==> src/rtl/mips_fetch_pc_pkg.sv <==
// Shared definitions for the MIPS fetch/PC stage: datapath width, ALU opcodes
// and the fetch controller state encoding.
package mips_fetch_pc_pkg;

    localparam int DATA_W = 32;

    typedef enum logic [3:0] {
        OP_ADDI = 4'd0,
        OP_SUB  = 4'd1,
        OP_BEQ  = 4'd2,
        OP_BNE  = 4'd3,
        OP_LW   = 4'd4,
        OP_SW   = 4'd5,
        OP_AND  = 4'd6,
        OP_ANDI = 4'd7,
        OP_XOR  = 4'd8,
        OP_SLT  = 4'd9,
        OP_SLTI = 4'd10,
        OP_NOP  = 4'd11
    } alu_op_e;

    typedef enum logic [1:0] {
        ST_BOOT  = 2'd0,
        ST_RUN   = 2'd1,
        ST_FLUSH = 2'd2,
        ST_HALT  = 2'd3
    } fetch_state_e;

endpackage

==> src/rtl/mips_branch_target.sv <==
// Branch/jump target adder: word-aligned PC + 4 + (word offset << 2), modulo 2^WIDTH.
module mips_branch_target #(
    parameter int WIDTH = 32
) (
    input  logic [WIDTH-1:0] br_pc_i,
    input  logic [WIDTH-1:0] br_imm_i,
    output logic [WIDTH-1:0] target_o
);

    // Low PC bits and the top two offset bits fall outside the word-scaled sum.
    logic unused_bits;
    assign unused_bits = ^{br_pc_i[1:0], br_imm_i[WIDTH-1:WIDTH-2]};

    assign target_o = {br_pc_i[WIDTH-1:2], 2'b00} + WIDTH'(4) + {br_imm_i[WIDTH-3:0], 2'b00};

endmodule

==> src/rtl/mips_fetch_pc.sv <==
// Program counter and fetch-redirect controller with stall, halt and a
// saturating taken-branch counter. All outputs are registered.
//
// state | meaning
// BOOT  | one cycle after reset, no fetch
// RUN   | sequential fetch; handles halt > taken branch > stall
// FLUSH | one bubble after a redirect, pc already at target
// HALT  | fetch stopped until reset
module mips_fetch_pc
    import mips_fetch_pc_pkg::*;
#(
    parameter int               WIDTH    = DATA_W,
    parameter logic [WIDTH-1:0] RESET_PC = '0,
    parameter int               CNT_W    = 16
) (
    input  logic             clk,
    input  logic             rst_n,
    input  logic             stall,
    input  logic             halt,
    input  logic             br_valid,
    input  logic             br_taken,
    input  logic [WIDTH-1:0] br_pc,
    input  logic [WIDTH-1:0] br_imm,
    output logic [WIDTH-1:0] pc,
    output logic             fetch_valid,
    output logic             flush,
    output logic [CNT_W-1:0] taken_cnt
);

    fetch_state_e     state_q, state_d;
    logic [WIDTH-1:0] pc_q, pc_d;
    logic             fetch_valid_q, fetch_valid_d;
    logic             flush_q, flush_d;
    logic [CNT_W-1:0] cnt_q, cnt_d;
    logic [WIDTH-1:0] target;

    mips_branch_target #(.WIDTH(WIDTH)) u_target (
        .br_pc_i  (br_pc),
        .br_imm_i (br_imm),
        .target_o (target)
    );

    always_ff @(posedge clk or negedge rst_n) begin
        if (!rst_n) begin
            state_q       <= ST_BOOT;
            pc_q          <= RESET_PC;
            fetch_valid_q <= 1'b0;
            flush_q       <= 1'b0;
            cnt_q         <= '0;
        end else begin
            state_q       <= state_d;
            pc_q          <= pc_d;
            fetch_valid_q <= fetch_valid_d;
            flush_q       <= flush_d;
            cnt_q         <= cnt_d;
        end
    end

    always_comb begin
        state_d       = state_q;
        pc_d          = pc_q;
        fetch_valid_d = 1'b0;
        flush_d       = 1'b0;
        cnt_d         = cnt_q;
        case (state_q)
            ST_BOOT: begin
                state_d       = ST_RUN;
                fetch_valid_d = 1'b1;
            end
            ST_RUN: begin
                if (halt) begin
                    state_d = ST_HALT;
                end else if (br_valid && br_taken) begin
                    state_d = ST_FLUSH;
                    pc_d    = target;
                    flush_d = 1'b1;
                    if (cnt_q != '1) cnt_d = cnt_q + CNT_W'(1);
                end else if (stall) begin
                    fetch_valid_d = 1'b1;
                end else begin
                    pc_d          = pc_q + WIDTH'(4);
                    fetch_valid_d = 1'b1;
                end
            end
            ST_FLUSH: begin
                // The instruction in EX is wrong-path, so branch and stall are ignored here.
                if (halt) begin
                    state_d = ST_HALT;
                end else begin
                    state_d       = ST_RUN;
                    fetch_valid_d = 1'b1;
                end
            end
            ST_HALT: begin
                state_d = ST_HALT;
            end
            default: begin
                state_d = ST_BOOT;
            end
        endcase
    end

    assign pc          = pc_q;
    assign fetch_valid = fetch_valid_q;
    assign flush       = flush_q;
    assign taken_cnt   = cnt_q;

endmodule

==> config.mk <==
export PLATFORM = sky130hd
export DESIGN_NAME = mips_fetch_pc
export DESIGN_NICKNAME = d
export VERILOG_FILES = /design/src/rtl/mips_fetch_pc_pkg.sv /design/src/rtl/mips_branch_target.sv /design/src/rtl/mips_fetch_pc.sv
export SDC_FILE = /design/constraint.sdc
export NUM_CORES = 1
export LEC_CHECK = 0
export CAP_MARGIN = 10
export CORE_MARGIN = 2
export CORE_UTILIZATION = 30
export DETAILED_ROUTE_END_ITERATION = 10
export PLACE_DENSITY_LB_ADDON = 0.2
export SKIP_LAST_GASP = 1
export SYNTH_ARGS = -nofsm -noshare
export SYNTH_HDL_FRONTEND = slang
export SYNTH_SLANG_ARGS = --single-unit
==> constraint.sdc <==
create_clock -name clk -period 4.8 [get_ports clk]
set_input_delay 0.96 -clock clk [delete_from_list [all_inputs] [get_ports clk]]
set_output_delay 0.96 -clock clk [all_outputs]
set_load 0.03 [all_outputs]
== Word level (Yosys, flattened, before mapping) ==
Cells that the tools add are included.

* $add $sub $neg: 4
* Reductions and logical operators: 4
* Bitwise operators: 1
* $mul: 0
* Mux-type cells: 13
* Div/mod/pow operators: 0
* Shift-type cells: 0
* Magnitude comparators: 0
* Equality and inequality tests: 6

{| class="wikitable"
|+ Operators with widths
! kind !! number
|-
| 32-bit by 3-bit adder with 32-bit output, second input constant || 2
|-
| 32-bit two-way mux || 2
|-
| 32-bit adder || 1
|-
| 16-bit by 1-bit adder with 16-bit output, second input constant || 1
|-
| 16-bit != test, second input constant || 1
|-
| 2-bit one-hot mux with 4 select lines || 1
|-
| 1-bit two-way mux || 6
|-
| 2-bit two-way mux || 3
|-
| 2-bit equality test, second input constant || 2
|-
| 4-bit AND reduction || 1
|-
| 3-bit != test, second input constant || 1
|-
| 1-bit one-hot mux with 3 select lines || 1
|-
| 3-bit AND reduction || 1
|-
| 2-bit by 1-bit equality test with 1-bit output, second input constant || 1
|-
| 2-bit logical NOT || 1
|-
| 2-bit by 1-bit != test with 1-bit output, second input constant || 1
|-
| 1-bit logical AND || 1
|-
| 1-bit inverter || 1
|}

* Memories: 0
* Latch bits: 0
* Output and inout port bits: 50
* Register bits after elaboration: 52
* Input bits: 70
* Memory bits (writable): 0
* Logic and storage cells: 33
* ROM bits: 0

== Longest topological paths before layout ==
Gate-level depths: netlist of run 1.

* Depth in word-level cells: 4
* Depth in mapped cells: 13
* Gate-level depth less buffers: 13

== By module ==
Synthesis of run 1 repeated with hierarchy kept, for this count alone.

* Cells, all modules: 556
* Area total of the unflattened synthesis: 4697.0 µm²

{| class="wikitable"
|+ Modules (own cells, without submodules)
! module !! times used !! cells an instance !! area an instance (µm²) !! sequential area each (µm²)
|-
| mips_fetch_pc || 1 || 323 || 2850.2 || 1301.2
|-
| mips_branch_target || 1 || 233 || 1846.8 || 0.0
|}

== Least setup slack after synthesis of run 1 ==
No wires, ideal clock.

* Kind: input to register
* Start point: in br_pc[3]
* End point: reg pc_q[31], in the netlist pc[31]
* Data arrival time: 3631 ps
* Path buffers: 0
* Path slack: 1028 ps
* Data required time: 4659 ps
* Library setup time: 141 ps
* Stages on the path: 11
* Cells stage by stage: ha_1 -> ha_1 -> fa_1 -> a211oi_2 -> o21ai_2 -> a2111oi_4 -> o31ai_2 -> a32oi_1 -> mux2_1 -> nor4_1 -> o311ai_1

* Longest elaborated chain between the ends: 3

{| class="wikitable"
|+ RTL lines
! item !! line !! source
|-
| start, declared || mips_fetch_pc.sv:22 || <nowiki>input logic [WIDTH-1:0] br_pc,</nowiki>
|-
| 32-bit by 3-bit adder with 32-bit output || mips_branch_target.sv:14 || <nowiki>assign target_o = {br_pc_i[WIDTH-1:2], 2'b00} + WIDTH'(4) + {br_imm_i[WIDTH-3:0], 2'b00};</nowiki>
|-
| 32-bit adder || mips_branch_target.sv:14 ||
|-
| 32-bit two-way mux || mips_fetch_pc.sv:73 || <nowiki>end else if (br_valid && br_taken) begin</nowiki>
|-
| end signal, assigned || mips_fetch_pc.sv:52 || <nowiki>pc_q <= pc_d;</nowiki>
|-
| end, declared || mips_fetch_pc.sv:31 || <nowiki>logic [WIDTH-1:0] pc_q, pc_d;</nowiki>
|}

Every way passes these cells.
A chain may end at the register's enable or synchronous reset.

== Final worst setup path of run 1 ==
Same ends and word-level chain as after synthesis.

==> summary.txt, run 1 <==
Synth
  • Yosys Warn Count: 0
  • Post-synth EDFFs: 0
  • Synth Cell Area: 4610 sq um
  • Top_reg_cell synth: dfrtp_1
  • Seq/Total Area, Yosys: 27.1%
  • Mapped Cells: 559
  • Syn Area/Cell: 8.25 sq um
  • FF+latch count, synth: 50
  • Asr flop ratio synth: 100%
  • Yosys cell types: 66

Timing
  • Final Max Tran Viols: 0
  • Slew Limit Headroom: 55.4%
  • Count of final hold-check violations: 0
  • Tmin final: 4300 ps
  • Worst Hold Slack: 511 ps
  • RSZ-0062 raised after global routing: no
  • Post-route clock period utilization: 89.6%
  • Slew @ Worst Pin: 669 ps
  • Final setup viols: 0
  • Layout Skew: 7.40 ps
  • Setup TNS Final: 0 ps
  • Fmax: 0.232 GHz

Setup path
  • Slowest cell on crit path: fa_1
  • Crit path DAT: 4460 ps
  • Crit path max fanout: 3
  • Crit-path max cell delay: 450 ps
  • CP cell instances: clkdlybuf4s50_1 > ha_1 > ha_1 > fa_1 > a211oi_2 > o21ai_2 > a2111oi_4 > o31ai_2 > a32oi_1 > mux2_1 > nor4_1 > o311ai_1
  • Top delay family on crit path: compound AO/OA/AOI/OAI gates
  • Top cell by count, worst path: ha_1
  • Critical path buffer and inverter count: 1
  • CP Capture Type: flop
  • Worst setup SP type: input port
  • Reg2Reg Setup Slack: 2400 ps
  • Critical path class: input port to flop
  • Data required, critical path: 4950 ps

Die
  • Starting Density: 30.6%
  • Row count: 45
  • Die Y: 128 um
  • Core ar.: 15100 sq um
  • # IOs: 120
  • Die Width: 128 um
  • Die area: 16400 sq um

Global routing
  • First-pass GRT wire length: 21.7 mm
  • Vias in the first global route: 4515
  • Gr usage total: 16.1%
  • Largest net degree at the start of global routing: 51
  • Total global routing overflow: 0
  • Initial antenna violation count: 0

Drt
  • Via density: 5.48
  • WL/cell: 15.4 um
  • DRT Wirelength: 13.2 mm
  • Antenna viol nets, final: 0
  • Detailed-router iteration count before antenna repair: 5
  • Routed vias: 4695
  • Remaining DRCs: 0
  • 1st-iter DRT viols: 333

Finish
  • Commonest cells after routing, fill and taps aside: clkdlybuf4s50_1 (112), a21oi_1 (63), ha_1 (59), nand2_1 (54), dfrtp_1 (50)
  • P&R area growth vs syn: 32.2%
  • Core Util, Final: 40.4%
  • Commonest non-fill, non-tap cell in the layout: clkdlybuf4s50_1
  • Filler cells: 1571
  • Diode count: 0
  • Final #Nets: 798
  • Layout cells sized above 1: 4.93%

Power
  • Pwr Density: 231 nW/um^2
  • Internal power: 0.000902 W
  • Sw frac: 36.0%
  • Flop pwr share: 34.4%
  • P_sw: 0.000508 W
  • Maximum vdd drop: 0.124 mV
  • Pleak: 2.54 nW
  • Gate power share: 39.8%
  • Clock power frac: 25.8%

Clocking
  • CTS buffer count: 5
  • Root Driver: clkbuf_16
  • Clock latency on the worst-skew pair: 290 ps
  • Post-CTS sizing: 0
  • # H-tree levels: 2
  • # hold bufs at CTS: 0
  • Reg clk slew, reported paths: 70 ps
  • CTS Buffer Depth: 2
  • CTS tree: yes
  • # clock sinks: 50
  • Setup Buffers After CTS: 0

Placement
  • HPWL Detailed: 10.3 mm
  • Placer Congestion: 0.859
  • PortBufs: 113

Run status
  • Status: finished clean

Hold path
  • Hold Crit Class: flop to flop

Job
  • Max capacitance violation total: 0
-- layer usage --
metal  global-route usage (%)  vias up  routed length [um]
li1                         -     2285                   -
met1                     21.6     2227                6140
met2                     27.7      171                6150
met3                     2.80       12                 790
met4                     2.33        0                 141
met5                        0        -                   0
-- state kept, by name (all words and copies together), names as in the netlist --
name / count
fetch_valid: 1
taken_cnt: 16
state_q: 2
flush: 1
pc: 30
-- power groups by stage --
stage	sequential, W	combinational [W]	clock (W)
2_1_floorplan	0.000536	0.000306	0
6_report	0.000486	0.000561	0.000364
5_1_grt	0.000490	0.000621	0.000389
4_1_cts	0.000485	0.000563	0.000372
3_3_place_gp	0.000493	0.000554	0
3_5_place_dp	0.000493	0.000559	0
-- final timing paths --
path                                    from             to  cells after the start
worst max register to register         pc[7]         pc[23]                      7
worst min register to register  taken_cnt[9]   taken_cnt[9]                      1
max in group asynchronous              rst_n         pc[30]                      2
worst min-delay path            taken_cnt[9]   taken_cnt[9]                      1
worst max-delay path                br_pc[3]         pc[31]                     12
min in group asynchronous              rst_n  taken_cnt[12]                      2
-- worst reg2reg max path, stage by stage (launching register included) --
cell and delay [ps]:
dfrtp_1 460, nand2_1 150, nor4_2 420, nand2_1 270, or4_1 530, o21ai_1 150
a21oi_1 90, a211oi_1 240
-- stage by stage --
stage	area [sq um]	power, W	instances	worst slack [ps]
finish	6100	0.00141	857	498
global placement	5950	0.00105	849	221
floorplan	4620	0.000843	560	1030
global route	6100	0.00150	857	325
CTS	6100	0.00142	857	463
detailed placement	5950	0.00105	849	179
-- cells in the mapped netlist, types with 2 or more instances --
library cell  count  share of area [%]
o21a_1            5               0.81
a21oi_1          63                6.8
or3_1             3               0.41
nor3_1           19                2.1
nor2_1           48                3.9
buf_4             2               0.33
nand3_1          22                2.4
mux2i_1           2               0.43
o21ai_1           9               0.98
o211ai_1          5               0.81
a211oi_1          5               0.81
a22oi_1           2               0.33
and3_1            6               0.81
nor4_1            6               0.81
nor2b_1           5               0.68
a21o_2            2               0.38
and2_1            5               0.68
dfrtp_1          50                 27
and4_1            2               0.38
buf_2             2               0.22
o22ai_1           5               0.68
o31ai_2           2               0.54
clkbuf_1         16                1.3
nand2_1          54                4.4
a41o_1            2               0.43
o22a_1            2               0.38
or2_2             2               0.27
a211oi_2          2               0.54
nand2b_1          2               0.27
o311ai_1          2               0.38
xor2_1           14                2.7
nand4_1          13                1.8
a21o_1           10                1.6
xnor2_1          24                4.6
a31oi_1           7               0.95
a32oi_1           2               0.38
ha_1             59                 16
o21ai_0          36                3.9
o21bai_1          2               0.33
a2111oi_0         2               0.38
inv_1            13                1.1
-- area by class of cell --
type	count	area (sq um)	share of cell area [%]
multi-input combinational	477	3230	53.0
sequential	50	1250	20.5
timing repair buffer	121	1190	19.4
tap	188	235	3.86
clock buffer	7	143	2.34
inverter	13	48.8	0.800
clock inverter	1	5.00	0.0820
-- cell families (layout without fill, tap and decap cells) --
group	Yosys count	after routing	share of synthesized area, %
flops	50	50	27.1
other cells	1	2	0.0813
mux	4	4	0.922
compound gates	179	179	25.1
buf+inv	33	142	2.90
fa+ha+maj	60	60	16.4
xor+xnor	38	38	7.21
simple gates	194	194	20.2
No activity file was read; power rests on OpenSTA's default activity.
==> run 2: changes to the inputs <==
==> constraint.sdc (replaced) <==
create_clock -name clk -period 3.56 [get_ports clk]
set_input_delay 0.712 -clock clk [delete_from_list [all_inputs] [get_ports clk]]
set_output_delay 0.712 -clock clk [all_outputs]
set_load 0.03 [all_outputs]
==> run 2 against run 1 <==
  * Worst setup slack got worse by 420 ps
  * Clock skew rose by 0.54 ps
  * Clock-buffer cell count fell by 1
  * Clock power rose by 50%
  * Routed wire length rose by 4.0%
==> summary.txt, run 2 (synthesis results as in run 1) <==
Placement
  • HPWL Detailed: 10.9 mm (+5.6%)
  • PortBufs: 113 (unchanged)
  • Placer Congestion: 0.868 (+1.1%)
  • Pre-CTS setup slack: -624 ps (-802 ps)

Power
  • Pwr Density: 313 nW/um^2 (+35%)
  • Maximum vdd drop: 0.169 mV (+36%)
  • Pleak: 2.91 nW (+14%)

Timing
  • Final setup viols: 0 (unchanged)
  • PnR worst setup slack: 82.5 ps (-416 ps)
  • Worst Hold Slack: 411 ps (-99.6 ps)
  • Post-route clock period utilization: 97.7%
  • Final Max Tran Viols: 0 (unchanged)
  • Fmax: 0.288 GHz
  • Slew @ Worst Pin: 594 ps (-74.7 ps)
  • Count of final hold-check violations: 0 (unchanged)
  • RSZ-0062 raised after global routing: no
  • Tmin final: 3480 ps
  • Layout Skew: 7.94 ps (+0.536 ps)
  • Setup TNS Final: 0 ps (unchanged)
  • Slew Limit Headroom: 60.4% (+5.0 points)

Drt
  • WL/cell: 15.0 um (-3.0%)
  • Detailed-router iteration count before antenna repair: 4 (-1)
  • Via density: 5.32 (-2.9%)
  • Remaining DRCs: 0 (unchanged)
  • DRT Wirelength: 13.8 mm (+4.0%)
  • Routed vias: 4887 (+4.1%)
  • 1st-iter DRT viols: 278 (-17%)
  • Antenna viol nets, final: 0 (unchanged)

Global routing
  • Gr usage total: 16.8% (+0.71 points)
  • Vias in the first global route: 4661 (+3.2%)
  • Largest net degree at the start of global routing: 30 (-41%)
  • First-pass GRT wire length: 22.7 mm (+4.6%)
  • Initial antenna violation count: 0 (unchanged)
  • Total global routing overflow: 0 (unchanged)

Setup path
  • R2r startpoint: pc[13]
  • Worst setup SP type: input port
  • Reg2Reg Setup Slack: 1130 ps (-1270 ps)
  • Critical path class: input port to flop
  • CP Capture Type: flop
  • Crit path max fanout: 3 (unchanged)
  • Crit path DAT: 3640 ps (-820 ps)
  • RR Endpoint: pc[29]
  • R2R depth: 8 (+1)
  • Data required, critical path: 3730 ps (-1220 ps)

Clocking
  • # H-tree levels: 2 (unchanged)
  • # clock sinks: 50 (unchanged)
  • CTS Buffer Depth: 2 (unchanged)
  • CTS buffer count: 5 (unchanged)
  • Reg clk slew, reported paths: 70 ps (about the same)
  • Clock latency on the worst-skew pair: 290 ps (about the same)
  • CTS tree: yes
  • Root Driver: clkbuf_16

Finish
  • P&R area growth vs syn: 45.6%
  • Final #Nets: 860 (+7.8%)
  • Filler cells: 1499 (-4.6%)
  • Number of flip-flops in the largest register: 30 (unchanged)
  • Diode count: 0 (unchanged)
  • Commonest non-fill, non-tap cell in the layout: clkdlybuf4s50_1
  • Layout cells sized above 1: 14.8% (+9.8 points)
  • Commonest cells after routing, fill and taps aside: clkdlybuf4s50_1 (106), buf_4 (70), a21oi_1 (63), nand2_1 (54), ha_1 (54)

Die
  • Die Width: 128 um (unchanged)
  • Row count: 45 (unchanged)
  • Core ar.: 15100 sq um (unchanged)
  • Die Y: 128 um (unchanged)
  • Die area: 16400 sq um (unchanged)
  • Starting Density: 30.6% (unchanged)
  • # IOs: 120 (unchanged)

Hold path
  • Hold Crit Class: input port to async pin

Run status
  • Status: finished clean

Job
  • Max capacitance violation total: 0 (unchanged)
run 2: area by class of cell:
class / count / area (sq um) / share of cell area (%)
tap: 188 / 235 / 3.50
inverter: 13 / 48.8 / 0.726
clock buffer: 6 / 129 / 1.92
timing repair buffer: 183 / 1660 / 24.7
clock inverter: 2 / 37.5 / 0.559
multi-input combinational: 477 / 3360 / 50.0
sequential: 50 / 1250 / 18.6
run 2: critical path, cell delays in order:
cell and delay [ps]:
clkdlybuf4s50_1 400, ha_1 300, ha_1 310, buf_4 140, and2_1 150, o2111a_1 250
or3_4 410, o2111ai_4 250, a211oi_2 130, nor2_1 210, xor2_1 260, o21ai_1 110
run 2: worst max-delay path by stage:
stage               startpoint     end  slack [ps]  cells past startpoint
finish                br_pc[7]  pc[26]          80                     12
global route          br_pc[7]  pc[22]           2                     12
CTS                   br_pc[2]  pc[31]           9                     14
detailed placement    br_pc[3]  pc[31]        -620                     12
global placement      br_pc[3]  pc[31]        -600                     12
floorplan             br_pc[3]  pc[31]          40                     11
run 2: through the flow:
step           utilization, %  total power [W]  instance area [sq um]  std cells
2_1_floorplan               -          0.00114                   4620        560
3_5_place_dp             42.3          0.00153                   6380        906
5_1_grt                  44.5          0.00223                   6720        919
6_report                 44.5          0.00210                   6720        919
4_1_cts                  43.8          0.00210                   6610        918
3_3_place_gp             42.3          0.00152                   6380        906
run 2: per-layer routing:
layer | share of wire, % | track usage [%]
met3 | 5.1 | 2.46
met2 | 48 | 29.4
met1 | 45 | 21.8
met4 | 1.6 | 3.94
met5 | 0 | 0
run 2: report_power, final:
group | total [W] | switching [W] | leakage [nW] | internal (W)
Sequential | 0.000657 | 0.0000534 | 0.659 | 0.000603
Clock | 0.000546 | 0.000214 | 0.0771 | 0.000332
Combinational | 0.000899 | 0.000459 | 2.17 | 0.000440
Total | 0.00210 | 0.000727 | 2.91 | 0.00138
run 2: timing repair:
action,4_1_cts,5_1_grt
buffers inserted,4,1
resized for setup,8,18
hold buffers,0,0
setup endpoints to repair,5,9
pin swaps,12,12
